## src/rtl/mac_acc.sv

```systemverilog
// rtl/mac_acc.sv - two-stage framed multiply-accumulate with sticky overflow and optional saturation
module mac_acc #(
    parameter int DW     = 16,
    parameter int AW     = 36,
    parameter int SIGNED = 1,
    parameter int SAT    = 0
) (
    input  logic          clk,
    input  logic          rst,
    input  logic          in_valid,
    input  logic          sof,
    input  logic          eof,
    input  logic [DW-1:0] a,
    input  logic [DW-1:0] b,
    output logic          out_valid,
    output logic [AW-1:0] c,
    output logic          ovf
);

    localparam int PW = 2 * DW;

    logic          a_sgn;
    logic          b_sgn;
    logic [PW-1:0] a_ext;
    logic [PW-1:0] b_ext;
    logic [PW-1:0] prod_d;
    logic [PW-1:0] prod_q;
    logic          s1_valid_q;
    logic          s1_sof_q;
    logic          s1_eof_q;

    logic          p_sgn;
    logic [AW:0]   prod_x;
    logic [AW:0]   base_x;
    logic [AW:0]   sum_x;
    logic          ovf_now;
    logic [AW-1:0] sat_val;
    logic [AW-1:0] acc_d;
    logic [AW-1:0] acc_q;
    logic          acc_ovf_d;
    logic          acc_ovf_q;

    logic          out_valid_q;
    logic [AW-1:0] c_q;
    logic          ovf_q;

    // Extending both operands to the product width lets one unsigned
    // multiply produce the correct two's-complement product as well.
    assign a_sgn  = (SIGNED != 0) && a[DW-1];
    assign b_sgn  = (SIGNED != 0) && b[DW-1];
    assign a_ext  = {{DW{a_sgn}}, a};
    assign b_ext  = {{DW{b_sgn}}, b};
    assign prod_d = a_ext * b_ext;

    always_ff @(posedge clk) begin
        if (rst) begin
            prod_q     <= '0;
            s1_valid_q <= 1'b0;
            s1_sof_q   <= 1'b0;
            s1_eof_q   <= 1'b0;
        end else begin
            s1_valid_q <= in_valid;
            s1_sof_q   <= in_valid & sof;
            s1_eof_q   <= in_valid & eof;
            if (in_valid) begin
                prod_q <= prod_d;
            end
        end
    end

    // One guard bit above AW holds the exact sum, so overflow is a plain bit test.
    assign p_sgn   = (SIGNED != 0) && prod_q[PW-1];
    assign prod_x  = {{(AW + 1 - PW){p_sgn}}, prod_q};
    assign base_x  = s1_sof_q ? '0 : {(SIGNED != 0) && acc_q[AW-1], acc_q};
    assign sum_x   = base_x + prod_x;
    assign ovf_now = (SIGNED != 0) ? (sum_x[AW] != sum_x[AW-1]) : sum_x[AW];

    always_comb begin
        sat_val = '1;
        if (SIGNED != 0) begin
            sat_val = sum_x[AW] ? {1'b1, {(AW - 1){1'b0}}} : {1'b0, {(AW - 1){1'b1}}};
        end
    end

    assign acc_d     = (ovf_now && (SAT != 0)) ? sat_val : sum_x[AW-1:0];
    assign acc_ovf_d = (!s1_sof_q && acc_ovf_q) || ovf_now;

    always_ff @(posedge clk) begin
        if (rst) begin
            acc_q       <= '0;
            acc_ovf_q   <= 1'b0;
            out_valid_q <= 1'b0;
            c_q         <= '0;
            ovf_q       <= 1'b0;
        end else begin
            out_valid_q <= s1_valid_q & s1_eof_q;
            if (s1_valid_q) begin
                acc_q     <= acc_d;
                acc_ovf_q <= acc_ovf_d;
                if (s1_eof_q) begin
                    c_q   <= acc_d;
                    ovf_q <= acc_ovf_d;
                end
            end
        end
    end

    assign out_valid = out_valid_q;
    assign c         = c_q;
    assign ovf       = ovf_q;

endmodule

```

## config.mk

```make
export PLATFORM = sky130hd
export DESIGN_NAME = mac_acc
export DESIGN_NICKNAME = d
export VERILOG_FILES = /design/src/rtl/mac_acc.sv
export SDC_FILE = /design/constraint.sdc
export NUM_CORES = 1
export LEC_CHECK = 0
export ABC_AREA = 1
export CAP_MARGIN = 20
export CORE_ASPECT_RATIO = 0.6
export CORE_MARGIN = 4
export CORE_UTILIZATION = 53
export DETAILED_ROUTE_END_ITERATION = 12
export PLACE_DENSITY_LB_ADDON = 0.05
export SYNTH_ARGS = -nofsm -noshare
export SYNTH_HDL_FRONTEND = slang
export SYNTH_SLANG_ARGS = --single-unit
```

## constraint.sdc

```tcl
create_clock -name clk -period 7 [get_ports clk]
set_input_delay 1.05 -clock clk [delete_from_list [all_inputs] [get_ports clk]]
set_output_delay 1.05 -clock clk [all_outputs]
set_load 0.1 [all_outputs]
```

==> flow_summary.json <==
{
  "cpMostUsedCell": "inv_1",
  "place_inst": 2997,
  "cp-end-kind": "flip-flop",
  "clk_latency_ns": 0.37,
  "grt_max_degree": 77,
  "synth_ff_type": "dfxtp_1",
  "cp.buffers_inverters": 8,
  "min_period_ns": 6.68,
  "crit_family": "adder cells",
  "final_cell_mix": "inv_1, nand2_1, fa_1",
  "criticalPathCategory": "in -> reg",
  "finalClockSkew_ns": 0.0118,
  "grt_antenna_before_repair": 0,
  "vias": 15673,
  "max_freq_mhz": 150,
  "drive_gt1_share_pct": 5.52,
  "vias_per_cell": 5.20,
  "die_y_um": 149,
  "drv_cap": 0,
  "dpl_cell_area_mm2": 0.0192,
  "rsz0062_at_grt": "false",
  "multi_input_area_mm2": 0.0124,
  "fin_cells": 3013,
  "tightest_slew_ns": 1.03,
  "critPathRequiredTime_ns": 7.27,
  "slew_violations": 0,
  "yosys.cell_types.count": 37,
  "cts_tree": "done",
  "cp.arrival_ns": 6.96,
  "fp.coreArea_mm2": 0.0324,
  "max-clock-path-buffers": 2,
  "max_stage_delay_ns": 0.79,
  "grt_pass1_wl_um": 82700,
  "ios": 75,
  "path_cells": "clkdlybuf4s50_1 > buf_4 > nand2_1 > inv_1 > fa_1 > fa_1 > ha_1 > inv_1 > fa_1 > inv_1 > fa_1 > inv_1 > fa_1 > inv_1 > ha_1 > nand2_1 > o21ai_1 > a21oi_2 > o21bai_1 > nand2_1 > nand4_1 > nand3_1 > nand2_1 > inv_1",
  "clock_sinks": 110,
  "nNetsFinal": 3002,
  "cts_made_buffers": 9,
  "drt_wl_total_um": 50500,
  "hpwl_um": 42800,
  "nFillCells": 3068,
  "drc": 0,
  "utilization_pct": 60.3,
  "cts_setup_buffers": 0,
  "initial_core_util_pct": 53.8,
  "n_antenna_cell": 0,
  "wl_per_cell_um": 16.7,
  "grt.overflow.total": 0,
  "finalHoldViolations": 0,
  "path_clk_slew_ns": 0.07,
  "relSlewSlack_pct": 31.1,
  "die_w_um": 242,
  "syn_area_per_cell_um2": 6.97,
  "syn_inst": 2503,
  "synth-async-reset-ratio_pct": 0,
  "min_path_type": "reg -> reg",
  "drt-pass1-iter-count": 6,
  "detail-route-antenna-nets": 0,
  "setup.worst_path.start_class": "primary input",
  "status": "complete, no violations",
  "final_area_mm2": 0.0195,
  "ys_seq_elements": 110,
  "grt_pass1_vias": 15530,
  "final_common_cell": "inv_1",
  "yosysSeqAreaShare_pct": 12.6,
  "fin_hold_ws_ns": 0.464,
  "synth_edf_count": 0,
  "ctsHtreeMaxLevel": 3,
  "cp_slowest_cell": "clkdlybuf4s50_1",
  "ys_warn_count": 0,
  "dieArea_mm2": 0.0360,
  "finalWeightedCongestion": 1.01,
  "cts_hold_buffers": 0,
  "finalSetupViolCount": 0,
  "syn2layout_area_growth_pct": 12.1,
  "regArea_mm2": 0.00220,
  "rows": 51,
  "cts-root-buf": "clkbuf_16",
  "io_buffers": 74,
  "syn_nets": 2921,
  "path_max_fanout": 11,
  "finalCritPeriodShare_pct": 95.5,
  "synthesis.area_mm2": 0.0174,
  "grt_usage_pct": 29.2,
  "drt_iter0_drc": 1450
}
[Yosys cell counts (3+ instances only)]
master	instances	area [um^2]
a21o_1	9	67.6
a21oi_1	96	480
a21oi_2	6	52.6
buf_1	4	15.0
buf_2	6	30.0
clkbuf_1	86	323
dfxtp_1	110	2200
fa_1	263	5270
ha_1	118	1480
inv_1	653	2450
nand2_1	555	2080
nand2_2	5	31.3
nand3_1	116	581
nand3_2	3	30.0
nand4_1	27	169
nor2_1	255	957
nor2_2	3	18.8
nor3_1	13	65.1
nor3_2	3	30.0
o211ai_1	21	158
o21a_1	4	30.0
o21ai_0	74	370
o21ai_1	8	40.0
o21bai_1	11	82.6
or2_1	5	31.3
or2_2	5	31.3
xnor2_1	8	70.1
xor2_1	21	184
[worst register-to-register path, stage by stage (launching register included)]
cell and delay, ns:
dfxtp_2 0.92, nor2_1 0.27, ha_1 0.50, nand2_1 0.15, nor2_1 0.25, nand2_1 0.11, nor2_1 0.37, nand3_1 0.19
nand3_2 0.13, xor2_1 0.47, o21ai_1 0.11, inv_1 0.06
[routing by layer]
layer / up-vias / wire length (um) / track usage [%]
met2: 605 / 18800 / 38.5
met3: 35 / 6250 / 11.5
li1: 7567 / - / -
met1: 7464 / 25000 / 45.8
met5: - / 124 / 2.54
met4: 2 / 286 / 2.81
[layout make-up]
cell class,count,area share (%)
tap,424,2.71
timing repair buffer,166,8.23
multi-input combinational,1642,63.6
inverter,655,12.6
clock buffer,10,1.17
clock inverter,6,0.474
sequential,110,11.3
[through the flow]
step	setup TNS, ns	setup WS, ns
2_1_floorplan	0	0.716
3_3_place_gp	-0.0193	-0.0193
3_5_place_dp	-0.0785	-0.0785
4_1_cts	0	0.306
5_1_grt	0	0.00698
6_report	0	0.315
[registers in the layout, indices dropped and copies added, names as in the netlist]
signal / count
acc_q: 36
out_valid: 1
c: 36
s1_valid_q: 1
s1_sof_q: 1
acc_ovf_q: 1
prod_q: 32
s1_eof_q: 1
ovf: 1
[final timing paths]
path | startpoint | endpoint | slack (ns) | cells after the start
worst max-delay path | a[2] | prod_q[28]$_SDFFE_PP0P_ | 0.32 | 24
worst min-delay path | acc_q[0]$_SDFFE_PP0P_ | acc_q[0]$_SDFFE_PP0P_ | 0.46 | 2
worst max register to register | s1_sof_q$_SDFF_PP0_ | c[35]$_SDFFE_PP0P_ | 3.43 | 11
worst min register to register | acc_q[0]$_SDFFE_PP0P_ | acc_q[0]$_SDFFE_PP0P_ | 0.46 | 2
[cells by family (layout without fill, tap and decap cells)]
| family | after synthesis | in the layout | share of synthesized area, % |
|---|---|---|---|
| buffers and inverters | 751 | 837 | 16.2 |
| AO/OA/AOI/OAI | 241 | 241 | 7.91 |
| adder cells (fa/ha/maj) | 381 | 381 | 38.7 |
| flip-flops | 110 | 110 | 12.6 |
| XOR/XNOR | 29 | 29 | 1.46 |
| AND/OR/NAND/NOR | 991 | 991 | 23.1 |
[what timing repair did]
| item | in CTS | in global routing |
|---|---|---|
| endpoints found under the hold margin | 0 | 0 |
| resized for setup | 0 | 3 |
| setup endpoints to repair | 0 | 1 |
Power is not shown: default switching activity piles up to over one toggle a cycle in this logic, so the estimate is an artifact.
